===== src/rtl/mul_share_if.sv =====
// Request/response and multiplier-side bundle for the shared multiplier arbiter.
// slave  : the arbiter (consumes requests and the product, drives grants, operands, responses).
// master : the environment (compute clients plus the multiplier instance).
// Ports: req_valid/req_ready/req_a/req_b per requester, mul_a/mul_b/mul_r to the
// multiplier, resp_valid/resp_r back to the requesters, busy status.
interface mul_share_if #(
    parameter int unsigned N_REQ = 4
) ();
    localparam int unsigned OP_W   = 32;
    localparam int unsigned PROD_W = 64;

    logic [N_REQ-1:0]      req_valid;
    logic [N_REQ-1:0]      req_ready;
    logic [OP_W*N_REQ-1:0] req_a;
    logic [OP_W*N_REQ-1:0] req_b;
    logic [OP_W-1:0]       mul_a;
    logic [OP_W-1:0]       mul_b;
    logic [PROD_W-1:0]     mul_r;
    logic [N_REQ-1:0]      resp_valid;
    logic [PROD_W-1:0]     resp_r;
    logic                  busy;

    modport master (
        output req_valid, req_a, req_b, mul_r,
        input  req_ready, mul_a, mul_b, resp_valid, resp_r, busy
    );

    modport slave (
        input  req_valid, req_a, req_b, mul_r,
        output req_ready, mul_a, mul_b, resp_valid, resp_r, busy
    );
endinterface


===== src/rtl/mul_share_arbiter.sv =====
// Round-robin sharing of one fixed-latency pipelined 32x32->64 multiplier
// between N_REQ requesters. Each issue is tagged with its requester ID in a
// shift register as deep as the multiplier, so the product is routed back to
// its originator exactly MUL_LATENCY cycles after the handshake.
// Ports: clk, rst_n (async, active-low); bus (mul_share_if.slave) carrying
// req_valid/req_ready/req_a/req_b, mul_a/mul_b/mul_r, resp_valid/resp_r, busy.
module mul_share_arbiter #(
    parameter int unsigned N_REQ       = 4,
    parameter int unsigned MUL_LATENCY = 2
) (
    input  logic        clk,
    input  logic        rst_n,
    mul_share_if.slave  bus
);
    localparam int unsigned ID_W = (N_REQ > 1) ? $clog2(N_REQ) : 1;
    localparam int unsigned OP_W = 32;

    logic [ID_W-1:0]        rr_ptr;
    logic [N_REQ-1:0]       outstanding;
    logic [MUL_LATENCY-1:0] tag_v;
    logic [ID_W-1:0]        tag_id [MUL_LATENCY];

    logic [N_REQ-1:0] eligible_c;
    logic [N_REQ-1:0] resp_vld_c;
    logic             grant_vld_c;
    logic [ID_W-1:0]  grant_id_c;
    logic             issue_c;
    logic [OP_W-1:0]  sel_a_c;
    logic [OP_W-1:0]  sel_b_c;

    // (base + off) mod N_REQ, valid for non-power-of-two N_REQ as well
    function automatic logic [ID_W-1:0] wrap_idx(input logic [ID_W-1:0] base, input int off);
        int unsigned s;
        s = 32'(base) + 32'(off);
        return ID_W'(s % N_REQ);
    endfunction

    // Response decode from the oldest tag stage
    always_comb begin
        resp_vld_c = '0;
        for (int i = 0; i < int'(N_REQ); i++) begin
            resp_vld_c[i] = tag_v[MUL_LATENCY-1] && (tag_id[MUL_LATENCY-1] == ID_W'(i));
        end
    end

    // A requester may reissue in the same cycle its previous result returns
    always_comb begin
        eligible_c = bus.req_valid & (~outstanding | resp_vld_c);
    end

    // Round-robin scan from rr_ptr; walking offsets downward leaves the nearest hit
    always_comb begin
        grant_vld_c = 1'b0;
        grant_id_c  = '0;
        for (int k = int'(N_REQ) - 1; k >= 0; k--) begin
            if (eligible_c[wrap_idx(rr_ptr, k)]) begin
                grant_vld_c = 1'b1;
                grant_id_c  = wrap_idx(rr_ptr, k);
            end
        end
    end

    // Grants are suppressed while reset is asserted
    assign issue_c = grant_vld_c && rst_n;

    // Operand mux for the granted requester
    always_comb begin
        sel_a_c = '0;
        sel_b_c = '0;
        for (int i = 0; i < int'(N_REQ); i++) begin
            if (issue_c && (grant_id_c == ID_W'(i))) begin
                sel_a_c = bus.req_a[i*OP_W +: OP_W];
                sel_b_c = bus.req_b[i*OP_W +: OP_W];
            end
        end
    end

    assign bus.req_ready  = issue_c ? (N_REQ'(1) << grant_id_c) : '0;
    assign bus.mul_a      = sel_a_c;
    assign bus.mul_b      = sel_b_c;
    assign bus.resp_valid = resp_vld_c;
    assign bus.resp_r     = bus.mul_r;
    assign bus.busy       = |tag_v;

    // Pointer, outstanding flags and tag shift register
    always_ff @(posedge clk or negedge rst_n) begin
        if (!rst_n) begin
            rr_ptr      <= '0;
            outstanding <= '0;
            tag_v       <= '0;
            for (int s = 0; s < int'(MUL_LATENCY); s++) begin
                tag_id[s] <= '0;
            end
        end else begin
            if (issue_c) begin
                rr_ptr <= wrap_idx(grant_id_c, 1);
            end
            for (int i = 0; i < int'(N_REQ); i++) begin
                if (issue_c && (grant_id_c == ID_W'(i))) begin
                    outstanding[i] <= 1'b1;
                end else if (resp_vld_c[i]) begin
                    outstanding[i] <= 1'b0;
                end
            end
            tag_v[0]  <= issue_c;
            tag_id[0] <= grant_id_c;
            for (int s = 1; s < int'(MUL_LATENCY); s++) begin
                tag_v[s]  <= tag_v[s-1];
                tag_id[s] <= tag_id[s-1];
            end
        end
    end
endmodule


===== src/flat_wrapper.sv =====
// flat-port wrapper written by rule: the top's interface ports become plain ports
module mul_share_arbiter_flat 
#(
    parameter int unsigned N_REQ       = 4,
    parameter int unsigned MUL_LATENCY = 2
)
  (clk, rst_n, bus_req_valid, bus_req_a, bus_req_b, bus_mul_r, bus_req_ready, bus_mul_a, bus_mul_b, bus_resp_valid, bus_resp_r, bus_busy);
  mul_share_if #(.N_REQ(N_REQ)) bus_i ();
  input  logic clk;
  input  logic rst_n;
  input wire logic [$bits(bus_i.req_valid)-1:0] bus_req_valid;
  input wire logic [$bits(bus_i.req_a)-1:0] bus_req_a;
  input wire logic [$bits(bus_i.req_b)-1:0] bus_req_b;
  input wire logic [$bits(bus_i.mul_r)-1:0] bus_mul_r;
  output wire logic [$bits(bus_i.req_ready)-1:0] bus_req_ready;
  output wire logic [$bits(bus_i.mul_a)-1:0] bus_mul_a;
  output wire logic [$bits(bus_i.mul_b)-1:0] bus_mul_b;
  output wire logic [$bits(bus_i.resp_valid)-1:0] bus_resp_valid;
  output wire logic [$bits(bus_i.resp_r)-1:0] bus_resp_r;
  output wire logic [$bits(bus_i.busy)-1:0] bus_busy;
  assign bus_i.req_valid = bus_req_valid;
  assign bus_i.req_a = bus_req_a;
  assign bus_i.req_b = bus_req_b;
  assign bus_i.mul_r = bus_mul_r;
  assign bus_req_ready = bus_i.req_ready;
  assign bus_mul_a = bus_i.mul_a;
  assign bus_mul_b = bus_i.mul_b;
  assign bus_resp_valid = bus_i.resp_valid;
  assign bus_resp_r = bus_i.resp_r;
  assign bus_busy = bus_i.busy;
  mul_share_arbiter #(.N_REQ(N_REQ), .MUL_LATENCY(MUL_LATENCY)) u_core (.clk(clk), .rst_n(rst_n), .bus(bus_i));
endmodule

===== config.mk =====
export PLATFORM = sky130hd
export DESIGN_NAME = mul_share_arbiter_flat
export DESIGN_NICKNAME = d
export VERILOG_FILES = /design/src/rtl/mul_share_if.sv /design/src/rtl/mul_share_arbiter.sv /design/src/flat_wrapper.sv
export SDC_FILE = /design/constraint.sdc
export NUM_CORES = 1
export LEC_CHECK = 0
export CAP_MARGIN = 20
export CORE_AREA = 5 5 177 179
export DETAILED_ROUTE_END_ITERATION = 12
export DIE_AREA = 0 0 182 184
export HOLD_SLACK_MARGIN = 0.15
export PLACE_DENSITY = 0.51
export SLEW_MARGIN = 10
export SYNTH_ARGS = -nofsm -noshare
export SYNTH_HDL_FRONTEND = slang
export SYNTH_SLANG_ARGS = --single-unit

===== constraint.sdc =====
create_clock -name clk -period 5.13 [get_ports clk]
set_input_delay 1.026 -clock clk [delete_from_list [all_inputs] [get_ports clk]]
set_output_delay 1.026 -clock clk [all_outputs]
set_load 0.03 [all_outputs]

==> key figures <==
Placed design
  • Placed Area: 7030 µm²
  • Port Buffers: 334
  • Placer Congestion: 0.856
  • HPWL Detailed: 15.8 mm

Final layout
  • Area Growth Syn to Fin: 96.4%
  • # nets final: 1,203
  • Ant diodes: 0
  • Cell area after layout: 7160 µm²
  • Layout cell share with drive strength beyond 1: 11.8%
  • Post-Route Utilization: 24.4%

Floorplan
  • Std cell rows: 63
  • Die height: 184 µm
  • Die X: 182 µm
  • Initial Util: 12.4%
  • I/O pin total: 463
  • Die Footprint: 33,500 µm²
  • Core outline area: 29,400 µm²

Setup path
  • CP Data Required Time: 4.10 ns
  • WP data arrival: 3.89 ns
  • Minimum setup slack among reg-to-reg paths: 2.50 ns
  • Crit Path Class: in -> out
  • CP Launch Type: primary input
  • Crit end category: primary output
  • CP Max Fanout: 27

Job
  • Max Cap Viol: 0

Clocking
  • Clk sinks: 12
  • Clock latency on the worst-skew pair: 0.24 ns
  • TritonCTS clock tree: yes
  • Root Driver: clkbuf_16
  • Post-CTS Setup Repair Bufs: 0
  • CTS buffer count: 3
  • Clock Path Buffers: 2
  • Htree depth: 1
  • Clk slew on worst S/H paths: 0.04 ns

Detailed routing
  • Via-to-Cell Ratio: 3.98
  • Detailed-router iteration count before antenna repair: 4
  • Antenna-violating nets left: 0
  • Detailed Route WL: 19.5 mm
  • Wire per inst: 15.5 µm
  • 1st-iter DRT viols: 183
  • DR vias: 5,028
  • DRC errors left: 0

STA
  • Final hold vios: 0
  • Final setup fails: 0
  • Setup TNS: 0 ns
  • Fmax: 204 MHz
  • Min Clock Period, post-route: 4.91 ns
  • Tcrit/Tclk final: 95.7%
  • Slew Viols, Final: 0
  • Worst Tran Pin Value: 0.464 ns
  • Slew HR: 68.9%
  • RSZ-0062 raised after global routing: false
  • Final Skew: 0.00279 ns

GRT
  • Vias in the first global route: 5,136
  • Initial antenna violation count: 0
  • Largest net degree at the start of global routing: 60
  • Total track usage: 10.4%
  • Overflow after GRT: 0
  • First-pass GRT wire length: 28.1 mm

Logic synthesis
  • Mapped Nets: 956
  • Synth top area share: 17.7%
  • FF+latch count, synth: 12
  • Area contributors post-synth: a21oi_1 (18%), buf_4 (13%), nand2_1 (13%)
  • Ys flop type: dfrtp_1
  • Post-synthesis sequential area ratio: 8.23%
  • EDFF count, synth: 0
  • Synth cell types: 35
  • Mapped Area: 3650 µm²
  • Instance count of the mapped netlist: 626
  • Synth area leader: a21oi_1
  • Async S/R FF share, synth: 100%
  • Syn. warnings: 0
  • Synthesized area per cell: 5.83 µm²

Pwr
  • Maximum VDD drop: 0.000271 V
  • Pwr per Cell Area: 515 nW/µm²
  • Combinational Power Share: 91.2%
  • Cell leakage power: 0.00286 µW
  • Final total power: 3690 µW
  • Switching Fraction: 53.7%
  • Reg power frac: 4.6%
  • Clock power share: 4.2%
  • P_sw: 1980 µW
  • Total internal power: 1710 µW

Status
  • Status: finished, final reports clean

Min path
  • Hold WC Path Type: reg -> reg
==> path summary, 6_finish.rpt <==
check | start | end | cells after the start
worst max-delay path | bus_req_valid[0] | bus_mul_b[31] | 15
worst min-delay path | u_core.tag_id[3]$_DFF_PN0_ | u_core.tag_id[1]$_DFF_PN0_ | 0
worst max register to register | u_core.tag_id[1]$_DFF_PN0_ | u_core.outstanding[0]$_DFFE_PN0P_ | 11
worst min register to register | u_core.tag_id[3]$_DFF_PN0_ | u_core.tag_id[1]$_DFF_PN0_ | 0
max in group asynchronous | rst_n | u_core.rr_ptr[0]$_DFFE_PN0P_ | 2
min in group asynchronous | rst_n | u_core.outstanding[1]$_DFFE_PN0P_ | 2
==> placed cells by master (no fill, tap or decap), drive strengths merged <==
cell and count:
nand2 127, dlymetal6s2s 13, a21o 2, a211oi 1
mux2 1, nand3b 63, o22ai 2, a21boi 4
nor3b 1, o21a 1, dfrtp 12, and2 65
nor2b 1, clkbuf 4, nand3 1, nor2 8
inv 10, a221oi 2, or3b 1, a22oi 1
a21oi 129, o21ai 64, clkdlybuf4s50 267, buf 82
and3b 1, o41ai 1, or2 2, ha 4
nor3 2
==> layer usage <==
layer  track usage [%]  up-vias  part of all wire, %
li1                  -     2533                    -
met1              12.3     2240                   40
met2              18.8      215                   49
met3              2.43       40                  7.4
met4              2.88        0                  2.7
met5                 0        -                    0
==> metrics by stage <==
stage	setup WS, ns	hold WS, ns	instances
final	0.219	0.346	1262
after global routing	0.0215	0.361	1262
after CTS	0.0422	0.348	1262
after detailed placement	0.0621	0.338	1258
after global placement	0.0962	0.333	1258
after floorplan	0.640	0.331	626
==> sequential cells by signal, indices dropped and copies added (netlist names) <==
name and cells:
u_core.rr_ptr 2, u_core.outstanding 4, u_core.tag_v 2, u_core.tag_id 4
==> kinds of logic after synthesis <==
logic type               count (synthesis)  share of synthesized area, %
flip-flops                              12                          8.23
AO/OA/AOI/OAI                          207                          30.0
buffers and inverters                  130                          20.3
AND/OR/NAND/NOR                        272                          39.7
multiplexers                             1                         0.309
adder cells (fa/ha/maj)                  4                          1.37
==> synthesized netlist by cell type (2+ instances only) <==
cell type    n
or2_2        2
a221oi_1     2
inv_1        9
nand3b_1    63
nor2_1       8
and2_1      63
nand2_1    127
o22ai_1      2
a21oi_1    129
ha_1         4
dfrtp_1     12
a21o_1       2
clkbuf_1    42
o21ai_0     64
nor3_1       2
buf_1        8
a21boi_0     2
clkbuf_2     4
and2_4       2
buf_4       64
==> area by class of cell <==
type                    count  area, µm²
flip-flops and latches     12        300
inverters                  10       37.5
clock buffers               4       88.8
multi-input cells         484       2660
well taps                 390        488
fillers                  3287      22200
repair buffers            362       3590
==> critical path, stage by stage <==
cell,delay [ns]
clkdlybuf4s50_1,0.42
a21boi_2,0.19
mux2_2,0.26
a211oi_1,0.24
buf_4,0.20
inv_1,0.09
ha_2,0.21
buf_12,0.17
buf_12,0.18
nor2b_1,0.15
a221oi_1,0.31
nor3_1,0.08
a21oi_1,0.13
nor2_1,0.06
buf_4,0.16
==> power groups by stage <==
stage | Combinational, µW | Clock [µW] | Sequential (µW)
after floorplan | 2150 | 0 | 160
after global placement | 3400 | 0 | 168
after detailed placement | 3420 | 0 | 169
after CTS | 3430 | 159 | 168
after global routing | 3710 | 167 | 176
final | 3360 | 157 | 169
==> timing repair <==
action                                  in CTS  in global routing
hold buffers                                 0                  0
endpoints found under the setup margin       0                 18
resized for setup                            0                 18
Power figures use the tool's default switching activity.
